--- src/rtl/exec_pkg.sv ---
// Shared encodings for the execute stage.
// Op codes and divider states.
package exec_pkg;

  typedef enum logic [3:0] {
    OP_ADD   = 4'd0,
    OP_SUB   = 4'd1,
    OP_AND   = 4'd2,
    OP_OR    = 4'd3,
    OP_XOR   = 4'd4,
    OP_SLL   = 4'd5,
    OP_SRL   = 4'd6,
    OP_SRA   = 4'd7,
    OP_SLT   = 4'd8,
    OP_SLTU  = 4'd9,
    OP_PASSB = 4'd10,
    OP_DIVU  = 4'd11,
    OP_DIV   = 4'd12
  } op_e;

  typedef enum logic {
    IDLE = 1'b0,
    BUSY = 1'b1
  } div_state_e;

endpackage

--- src/rtl/exec_unit_mc_divider.sv ---
// Iterative restoring divider, one quotient bit per clock.
// done/quotient/rem are valid in the last BUSY cycle.
module iter_divider
  import exec_pkg::*;
#(
  parameter int WIDTH = 16
) (
  input  logic             clk,
  input  logic             rst_n,
  input  logic             start,
  input  logic             signed_mode,
  input  logic [WIDTH-1:0] a,
  input  logic [WIDTH-1:0] b,
  output logic             busy,
  output logic             done,
  output logic [WIDTH-1:0] quotient,
  output logic [WIDTH-1:0] rem
);

  localparam int CW = $clog2(WIDTH + 1);

  div_state_e     state;
  logic [CW-1:0]  count;
  logic [WIDTH-1:0] q, r, d;
  logic           negq, negr;

  logic [WIDTH-1:0] amag, bmag;
  logic [WIDTH:0]   r_sh, diff;
  logic [WIDTH-1:0] q_nx, r_nx;

  assign amag = (signed_mode && a[WIDTH-1]) ? -a : a;
  assign bmag = (signed_mode && b[WIDTH-1]) ? -b : b;

  always_comb begin
    r_sh = {r, q[WIDTH-1]};
    diff = r_sh - {1'b0, d};
    if (!diff[WIDTH]) begin
      r_nx = diff[WIDTH-1:0];
      q_nx = {q[WIDTH-2:0], 1'b1};
    end else begin
      r_nx = r_sh[WIDTH-1:0];
      q_nx = {q[WIDTH-2:0], 1'b0};
    end
  end

  assign busy     = (state == BUSY);
  assign done     = busy && (count == CW'(1));
  assign quotient = negq ? -q_nx : q_nx;
  assign rem      = negr ? -r_nx : r_nx;

  always_ff @(posedge clk or negedge rst_n) begin
    if (!rst_n) begin
      state <= IDLE;
      count <= '0;
      q     <= '0;
      r     <= '0;
      d     <= '0;
      negq  <= 1'b0;
      negr  <= 1'b0;
    end else begin
      unique case (state)
        IDLE: if (start) begin
          state <= BUSY;
          count <= CW'(WIDTH);
          q     <= amag;
          r     <= '0;
          d     <= bmag;
          negq  <= signed_mode && (a[WIDTH-1] ^ b[WIDTH-1]);
          negr  <= signed_mode && a[WIDTH-1];
        end
        BUSY: begin
          q     <= q_nx;
          r     <= r_nx;
          count <= count - CW'(1);
          if (count == CW'(1)) state <= IDLE;
        end
        default: state <= IDLE;
      endcase
    end
  end

endmodule

--- src/rtl/exec_unit_mc.sv ---
// Execute stage: forwarding muxes, single-cycle ALU,
// iterative divider with stall, registered writeback.
module exec_unit_mc
  import exec_pkg::*;
#(
  parameter int WIDTH = 16,
  parameter int SHW   = $clog2(WIDTH)
) (
  input  logic             clk,
  input  logic             rst,
  input  logic             in_valid,
  input  logic [3:0]       op,
  input  logic [WIDTH-1:0] data_a,
  input  logic [WIDTH-1:0] data_b,
  input  logic             fwd_a,
  input  logic             fwd_b,
  input  logic [WIDTH-1:0] fwd_data_a,
  input  logic [WIDTH-1:0] fwd_data_b,
  output logic [WIDTH-1:0] result,
  output logic [WIDTH-1:0] remainder,
  output logic [WIDTH-1:0] data_a_out,
  output logic             out_valid,
  output logic             zero_flag,
  output logic             div_by_zero,
  output logic             stall
);

  logic [WIDTH-1:0] opa, opb, alu;
  logic             accept, is_div, b_zero, div_start;
  logic             div_busy, div_done;
  logic [WIDTH-1:0] div_q, div_r;
  logic             wb_en, wb_dbz;
  logic [WIDTH-1:0] wb_res, wb_rem;

  assign opa       = fwd_a ? fwd_data_a : data_a;
  assign opb       = fwd_b ? fwd_data_b : data_b;
  assign accept    = in_valid && !stall;
  assign is_div    = (op == OP_DIV) || (op == OP_DIVU);
  assign b_zero    = (opb == '0);
  assign div_start = accept && is_div && !b_zero;
  assign stall     = div_busy;

  always_comb begin
    alu = opb;
    unique case (op)
      OP_ADD:  alu = opa + opb;
      OP_SUB:  alu = opa - opb;
      OP_AND:  alu = opa & opb;
      OP_OR:   alu = opa | opb;
      OP_XOR:  alu = opa ^ opb;
      OP_SLL:  alu = opa << opb[SHW-1:0];
      OP_SRL:  alu = opa >> opb[SHW-1:0];
      OP_SRA:  alu = WIDTH'($signed(opa) >>> opb[SHW-1:0]);
      OP_SLT:  alu = {{(WIDTH-1){1'b0}}, $signed(opa) < $signed(opb)};
      OP_SLTU: alu = {{(WIDTH-1){1'b0}}, opa < opb};
      default: alu = opb;
    endcase
  end

  // Divide-by-zero completes like a single-cycle op.
  always_comb begin
    wb_en  = 1'b0;
    wb_res = alu;
    wb_rem = '0;
    wb_dbz = 1'b0;
    if (div_done) begin
      wb_en  = 1'b1;
      wb_res = div_q;
      wb_rem = div_r;
    end else if (accept && is_div && b_zero) begin
      wb_en  = 1'b1;
      wb_res = '1;
      wb_rem = opa;
      wb_dbz = 1'b1;
    end else if (accept && !is_div) begin
      wb_en  = 1'b1;
    end
  end

  iter_divider #(.WIDTH(WIDTH)) u_div (
    .clk         (clk),
    .rst_n       (rst),
    .start       (div_start),
    .signed_mode (op == OP_DIV),
    .a           (opa),
    .b           (opb),
    .busy        (div_busy),
    .done        (div_done),
    .quotient    (div_q),
    .rem         (div_r)
  );

  always_ff @(posedge clk or negedge rst) begin
    if (!rst) begin
      result      <= '0;
      remainder   <= '0;
      data_a_out  <= '0;
      out_valid   <= 1'b0;
      zero_flag   <= 1'b0;
      div_by_zero <= 1'b0;
    end else begin
      out_valid <= wb_en;
      if (accept) data_a_out <= data_a;
      if (wb_en) begin
        result      <= wb_res;
        remainder   <= wb_rem;
        div_by_zero <= wb_dbz;
        zero_flag   <= (wb_res == '0);
      end
    end
  end

endmodule
--- config.mk ---
export PLATFORM = sky130hd
export DESIGN_NAME = exec_unit_mc
export DESIGN_NICKNAME = d
export VERILOG_FILES = /design/src/rtl/exec_pkg.sv /design/src/rtl/exec_unit_mc_divider.sv /design/src/rtl/exec_unit_mc.sv
export SDC_FILE = /design/constraint.sdc
export NUM_CORES = 1
export LEC_CHECK = 0
export CORE_ASPECT_RATIO = 0.5
export CORE_MARGIN = 8
export CORE_UTILIZATION = 54
export DETAILED_ROUTE_END_ITERATION = 8
export GPL_TIMING_DRIVEN = 0
export PLACE_DENSITY = 0.84
export SETUP_SLACK_MARGIN = 0.15
export SKIP_CTS_REPAIR_TIMING = 1
export SLEW_MARGIN = 20
export SYNTH_ARGS = -nofsm -noshare
export SYNTH_HDL_FRONTEND = slang
export SYNTH_SLANG_ARGS = --single-unit
--- constraint.sdc ---
create_clock -name clk -period 8.3 [get_ports clk]
set_input_delay 2.075 -clock clk [delete_from_list [all_inputs] [get_ports clk]]
set_output_delay 2.075 -clock clk [all_outputs]
set_load 0.02 [all_outputs]
Yosys cells after proc, flatten, opt, wreduce, memory -nomap -nowiden --
Cells that the tools add are included. Widths: inputs -> output; s select.
Operators by class: reductions and logical operators 17, mux-type cells 27, add/sub/neg operators 8, eq/ne operators 13, bitwise gates (word level) 5, shifts and indexed selects 3, $lt $le $gt $ge 2
Operators by type and width (number):
- $mux 16 | 13
- $pmux 16 s10 | 1
- $neg 16->16 | 4
- $pmux 16 s2 | 2
- $logic_not 16->1 | 2
- $lt 16x16->1 | 2
- $sub 17x16->17 | 1
- $add 16x16->16 | 1
- $and 16x16->16 | 1
- $eq 4x3->1 const B | 4
- $eq 4x4->1 const B | 4
- $or 16x16->16 | 1
- $shl 16x4->16 | 1
- $shr 16x4->16 | 1
- $sshr 16x4->16 | 1
- $sub 16x16->16 | 1
- $xor 16x16->16 | 1
- $pmux 5 s2 | 1
- $logic_and 1x1->1 | 9
- $eq 4x2->1 const B | 2
- $mux 1 | 8
- $eq 5x1->1 const B | 1
- $mux 5 | 1
- $sub 5x1->5 const B | 1
- other kinds (9) | 11
Word-level totals: input port bits 73, word-level logic and storage cells 88, output and inout port bits 52, flip-flop bits (word level) 107

Depth between registers and ports, before layout --
Gate-level depths: netlist of run 1.
depth in word-level cells 7, mapped depth 20, depth with buffers taken out 19

Modules after synthesis --
From an unflattened synthesis of run 1, not the netlist that was laid out.
Unflattened totals: cell total of the unflattened synthesis 1461, area, all modules 11634.9 um^2
By module, submodules not included:
- exec_unit_mc | times used 1, area an instance 6750.2 um^2, cells each 849
- iter_divider | times used 1, area an instance 4884.7 um^2, cells each 612

Least setup slack after synthesis of run 1 --
Ideal clock, no wire load.
path type input -> register, start point in fwd_b, end point reg zero_flag, slack 2.598 ns, data arrival time 5.633 ns, setup time 0.069 ns, required time 8.231 ns, stages 17, cells stage by stage buf_6 > mux2i_2 > clkbuf_1 > clkbuf_1 > ha_1 > buf_2 > nor3_1 > a2111oi_0 > o21bai_1 > o41ai_2 > o22ai_1 > nor2_1 > a2111o_1 > a211oi_1 > a21oi_1 > nor4bb_1 > a32o_1
On the way: longest elaborated chain between the ends 6
Ends and longest elaborated chain:
- start, declared | RTL line exec_unit_mc.sv:16 | input logic fwd_b,
- $mux 16 * | RTL line exec_unit_mc.sv:36 | assign opb = fwd_b ? fwd_data_b : data_b;
- $sub 16x16->16 (tied with other cells) | RTL line exec_unit_mc.sv:47 | OP_SUB: alu = opa - opb;
- $pmux 16 s10 / $logic_and 1x1->1 (equally long branches) | RTL line exec_unit_mc.sv:45, exec_unit_mc.sv:70
- $mux 16 | RTL line exec_unit_mc.sv:70 | end else if (accept && is_div && b_zero) begin
- $mux 16 | RTL line exec_unit_mc.sv:66 | if (div_done) begin
- $logic_not 16->1 | RTL line exec_unit_mc.sv:108 | zero_flag <= (wb_res == '0);
- end signal, assigned | RTL line exec_unit_mc.sv:108
- end, declared | RTL line exec_unit_mc.sv:23 | output logic zero_flag,
Every way passes the cells marked *; elsewhere a longest branch is shown, timed or not. A chain may end at the register's enable or synchronous reset.

Worst setup path after layout of run 1 --
Same ends and word-level chain as after synthesis.

==> results.json, run 1 <==
{
  "outcome": "complete, no violations",
  "grt_first_pass_wirelength_um": 70600,
  "synth-seq-cells": 107,
  "core_um2": 20300,
  "cts-root-buf": "clkbuf_16",
  "worst-setup-path-type": "in -> reg",
  "yosys.area.top_type": "dfrtp_1",
  "final_layout_size_suffix_gt1_share_pct": 8.45,
  "yosysSeqAreaShare_pct": 24.3,
  "slew_headroom_pct": 19.7,
  "cp_data_arrival_time_ns": 8.16,
  "crit_start": "fwd_b",
  "die_w_um": 218,
  "area_growth_pct": 18.0,
  "synth.most_common_cell": "nand2_1",
  "use_met1_pct": 48.9,
  "met2_usage_pct": 55.5,
  "setup_viol": 0,
  "tritoncts": "yes",
  "finalNetCount": 1670,
  "hold_start": "result[4]",
  "cp-start-kind": "input pin",
  "rows": 37,
  "drv_cap": 0,
  "top_usage_layer": "met2",
  "rsz0062_at_grt": "false",
  "required_ns": 8.59,
  "synth_area_per_cell_um2": 7.95,
  "ant_nets": 0,
  "synth_edf_count": 0,
  "fillers": 1716,
  "routed-via-count": 12300,
  "first_pass_iters": 6,
  "routed_wl_um": 47500,
  "track_usage_pct": 36.3,
  "grt_max_degree": 84,
  "synth_top_area_share_pct": 24.3,
  "path_max_fanout": 11,
  "gr-total-overflow": 0,
  "drv_slew": 0,
  "antenna_cells": 0,
  "reg2reg_from": "u_div.q[15]",
  "viasPerCell": 6.86,
  "yosysUniqueCellTypes": 92,
  "clock-sinks": 107,
  "drt_iter0_drc": 2092,
  "use_met3_pct": 9.90,
  "endpoint_kind": "register",
  "ios": 125,
  "dp_hpwl_um": 36900,
  "syn_area_um2": 11000,
  "gp_congestion": 1.06,
  "power_density_nw_per_um2": 330,
  "async_flop_share_pct": 100,
  "ir_drop_mv": 0.198,
  "power_leakage_nw": 5.32,
  "period_needed_ns": 7.87,
  "numPortBuffers": 122,
  "syn_inst": 1383,
  "skew_ns": 0.0113,
  "avgRoutedWirePerCell_um": 26.4,
  "yosysWarnings": 0,
  "start_util_pct": 54.2,
  "clock.fmax_mhz": 127,
  "fin_setup_tns_ns": 0,
  "min_period_over_period_pct": 94.8,
  "worstHoldPathType": "reg -> reg",
  "die_h_um": 117,
  "synthTopCellsByCount": "205 x nand2_1, 107 x dfrtp_1, 95 x nor2_1",
  "clk_pin_slew_ns": 0.07,
  "antenna_found_initial": 1,
  "drc_errors": 0,
  "clk_latency_ns": 0.36,
  "worst_pin_slew_ns": 1.17,
  "dieArea_um2": 25500,
  "synth_area_leaders": "dfrtp_1 24%, ha_1 8.3%, nand2_1 7.0%",
  "cts_buffer_depth": 2,
  "hold_viol": 0,
  "power.total_mw": 4.28,
  "grt_pass1_vias": 11600,
  "cts_made_buffers": 9,
  "syn_nets": 1532,
  "ys.flop_type": "dfrtp_1",
  "htreeDepth": 3
}
-- stage by stage --
stage	instance area, um^2	setup slack, ns	std cells	hold slack, ns	util, %
6_report	13000	0.429	1799	0.488	64.0
2_1_floorplan	11000	2.60	1383	0.446	-
4_1_cts	13000	0.574	1799	0.491	63.9
3_3_place_gp	12600	0.177	1778	0.456	61.9
3_5_place_dp	12700	0.218	1783	0.471	62.5
5_1_grt	13000	0.284	1799	0.511	64.0
-- placed cells by master, fill, tap and decap left out, types with 10 or more instances in the layout --
cell             count
o21ai_1             12
clkbuf_1            52
a211oi_1            16
xor2_1              24
xnor2_1             53
nor3_1              26
a31oi_1             16
buf_2               13
nor2b_1             12
buf_4               10
a22oi_1             11
o221ai_1            26
mux2i_1             48
mux2i_2             11
o22ai_1             35
o31ai_1             14
a21oi_1             84
nor4_1              14
nand2_1            205
nor2_1              95
clkdlybuf4s50_1    121
ha_1                73
dfrtp_1            107
nand3_1             29
nand2b_1            11
inv_1               66
mux2_2              27
o211ai_1            15
o21ai_0             93
-- registers in the layout, indices dropped and copies added (netlist names), 5 cells and up --
| register | flops |
|---|---|
| remainder | 16 |
| data_a_out | 16 |
| u_div.r | 16 |
| u_div.q | 16 |
| u_div.d | 16 |
| u_div.count | 5 |
| result | 16 |
-- report_power, final --
part | switching [mW] | internal [mW] | total, mW
sequential | 0.198 | 0.739 | 0.937
combinational | 1.78 | 1.13 | 2.91
clock | 0.197 | 0.242 | 0.439
-- final cells by class --
cell class                      instances  area (um^2)  area share, %
Buffer                                 81          395           3.05
Clock buffer                           12          246           1.90
Clock inverter                          4         50.0          0.386
Inverter                               75          284           2.19
Multi-Input combinational cell       1120         7710           59.4
Sequential cell                       107         2680           20.6
Tap cell                              273          342           2.63
Timing Repair Buffer                  127         1280           9.86
-- cells by family (layout without fill, tap and decap cells) --
group	count (synthesis)	in the layout	share of synthesized area (%)
compound gates	424	424	26.2
xor+xnor	77	77	6.13
fa+ha+maj	76	76	8.85
buf+inv	156	299	6.18
flops	107	107	24.3
mux	93	93	9.53
simple gates	450	450	18.8
-- worst paths after layout --
kind	slack, ns	cells past startpoint	endpoint
max in group asynchronous	6.06	2	u_div.d[1]
hold reg to reg	0.49	2	result[4]
hold / removal	0.49	2	result[4]
setup / recovery	0.43	18	zero_flag
setup reg to reg	3.19	20	zero_flag
min in group asynchronous	1.56	1	data_a_out[10]
-- routing by layer --
layer | part of all wire, % | wire length, um
met2 | 42 | 20100
met5 | 0.025 | 12
met4 | 3.9 | 1840
met1 | 41 | 19300
met3 | 13 | 6190
-- critical path, stage by stage --
cell             delay [ns]
clkdlybuf4s50_1        0.54
buf_6                  0.21
mux2i_2                0.79
clkbuf_1               0.53
clkbuf_1               0.74
ha_1                   0.25
buf_2                  0.19
nor3_1                 0.08
a2111oi_0              0.57
o21bai_1               0.26
o41ai_2                0.45
o22ai_1                0.25
o41ai_2                0.27
xnor2_1                0.16
o22ai_1                0.12
o22ai_2                0.18
nor4bb_1               0.30
a32o_1                 0.20
(Power assumes the default switching activity.)
==> inputs of run 2 (changes only) <==
--- a/config.mk
+++ b/config.mk
@@ -7,10 +7,10 @@
 export LEC_CHECK = 0
 export CORE_ASPECT_RATIO = 0.5
 export CORE_MARGIN = 8
-export CORE_UTILIZATION = 54
+export CORE_UTILIZATION = 40
 export DETAILED_ROUTE_END_ITERATION = 8
 export GPL_TIMING_DRIVEN = 0
-export PLACE_DENSITY = 0.84
+export PLACE_DENSITY = 0.67
 export SETUP_SLACK_MARGIN = 0.15
 export SKIP_CTS_REPAIR_TIMING = 1
 export SLEW_MARGIN = 20
==> run 2 against run 1 <==
Net effect: sequential share of layout area shrank 0.22 points; clock-buffer cell count shrank 3; die area grew 31%; cell count grew 4.9%; via count shrank 3.7%; first-iteration DRC count shrank 29%; power grew 1.3%.
==> results.json, run 2 (same netlist as run 1, synthesis figures left out) <==
{
  "dieArea_um2": 33400,
  "placement.cell_area_um2": 12800,
  "ios": 125,
  "fillers": 2685,
  "cts-root-buf": "clkbuf_16",
  "whs_ns": 0.474,
  "numPortBuffers": 122,
  "power_density_nw_per_um2": 331,
  "layout_common_cells": "205 x nand2_1, 121 x clkdlybuf4s50_1, 107 x dfrtp_1",
  "worst_pin_slew_ns": 1.13,
  "gp_congestion": 1.05,
  "cp_data_arrival_time_ns": 8.17,
  "slew_headroom_pct": 23.1,
  "endpoint_kind": "register",
  "clk_latency_ns": 0.39,
  "period_needed_ns": 7.86,
  "cts_made_buffers": 9,
  "tritoncts": "yes",
  "hold_viol": 0,
  "min_period_over_period_pct": 94.7,
  "skew_ns": 0.0188,
  "utilization_pct": 47.9,
  "outcome": "complete, no violations",
  "rows": 43,
  "routed-via-count": 11900,
  "core_um2": 27400,
  "instances_no_fill": 1888,
  "routed_wl_um": 48600,
  "first_pass_iters": 6,
  "start_util_pct": 40.2,
  "die_w_um": 251,
  "placedCellCount": 1872,
  "area_growth_pct": 19.3,
  "die_h_um": 133,
  "avgRoutedWirePerCell_um": 25.8,
  "drc_errors": 0,
  "clk_pin_slew_ns": 0.07,
  "grt_first_pass_wirelength_um": 73000,
  "drt_iter0_drc": 1478,
  "path_max_fanout": 11,
  "worstHoldPathType": "reg -> reg",
  "worst-setup-path-type": "in -> reg",
  "setup_viol": 0,
  "final_common_cell": "nand2_1",
  "htreeDepth": 3,
  "final_layout_size_suffix_gt1_share_pct": 8.77,
  "ant_nets": 0,
  "ir_drop_mv": 0.227,
  "fin_area_um2": 13100,
  "grt_max_degree": 56,
  "clock-sinks": 107,
  "viasPerCell": 6.30,
  "track_usage_pct": 28.4,
  "cp-start-kind": "input pin",
  "cts_buffer_depth": 2,
  "drv_slew": 0,
  "antenna_cells": 0,
  "fin_setup_tns_ns": 0,
  "gr-total-overflow": 0,
  "rsz0062_at_grt": "false",
  "finalNetCount": 1672,
  "dp_hpwl_um": 38200,
  "clock.fmax_mhz": 127,
  "required_ns": 8.61,
  "drv_cap": 0,
  "antenna_found_initial": 3,
  "grt_pass1_vias": 11200,
  "power_leakage_nw": 5.34
}
## run 2: where the power goes
group	switching (mW)	total (mW)	leakage (nW)	internal [mW]
combinational	1.84	2.96	3.84	1.12
clock	0.236	0.451	0.144	0.215
sequential	0.184	0.922	1.35	0.738
total	2.26	4.34	5.34	2.08
## run 2: layout make-up
type                    instances  area [um^2]  area share, %
multi-input cells            1120         7700           58.7
flip-flops and latches        107         2680           20.4
repair buffers                129         1310           9.98
well taps                     360          450           3.43
plain buffers                  81          395           3.01
inverters                      75          284           2.16
clock buffers                   9          225           1.72
clock inverters                 7         77.6          0.591
## run 2: worst paths after layout
| kind | startpoint | endpoint | slack, ns | cells after the start |
|---|---|---|---|---|
| setup / recovery | fwd_b | zero_flag | 0.44 | 18 |
| hold / removal | result[9] | result[9] | 0.47 | 2 |
| setup reg to reg | u_div.q[15] | zero_flag | 3.21 | 19 |
| hold reg to reg | result[9] | result[9] | 0.47 | 2 |
| max in group asynchronous | rst | data_a_out[7] | 5.98 | 2 |
| min in group asynchronous | rst | u_div.count[2] | 1.64 | 1 |
## run 2: critical path: stages
cell	delay [ns]
clkdlybuf4s50_1	0.56
buf_6	0.22
mux2i_4	0.56
clkbuf_1	0.60
clkbuf_1	0.67
ha_1	0.24
buf_2	0.20
nor3_1	0.08
a2111oi_0	0.71
o21bai_1	0.29
o41ai_2	0.44
o22ai_1	0.23
o41ai_2	0.27
xnor2_1	0.17
o22ai_1	0.12
o22ai_2	0.15
nor4bb_1	0.35
a32o_1	0.21
## run 2: routing by layer
layer  vias to the layer above  track usage (%)  routed length, um
met4                         6             7.98               1350
met3                       108             8.42               5490
li1                       5347                -                  -
met1                      5746             39.2              20800
met5                         -                0                 35
met2                       684             42.5              20900
## run 2: metrics by stage
step	power, mW	worst slack (ns)
floorplan	2.81	2.60
global placement	3.74	-0.162
detailed placement	3.80	0.153
CTS	4.28	0.506
global route	4.62	0.366
finish	4.34	0.438
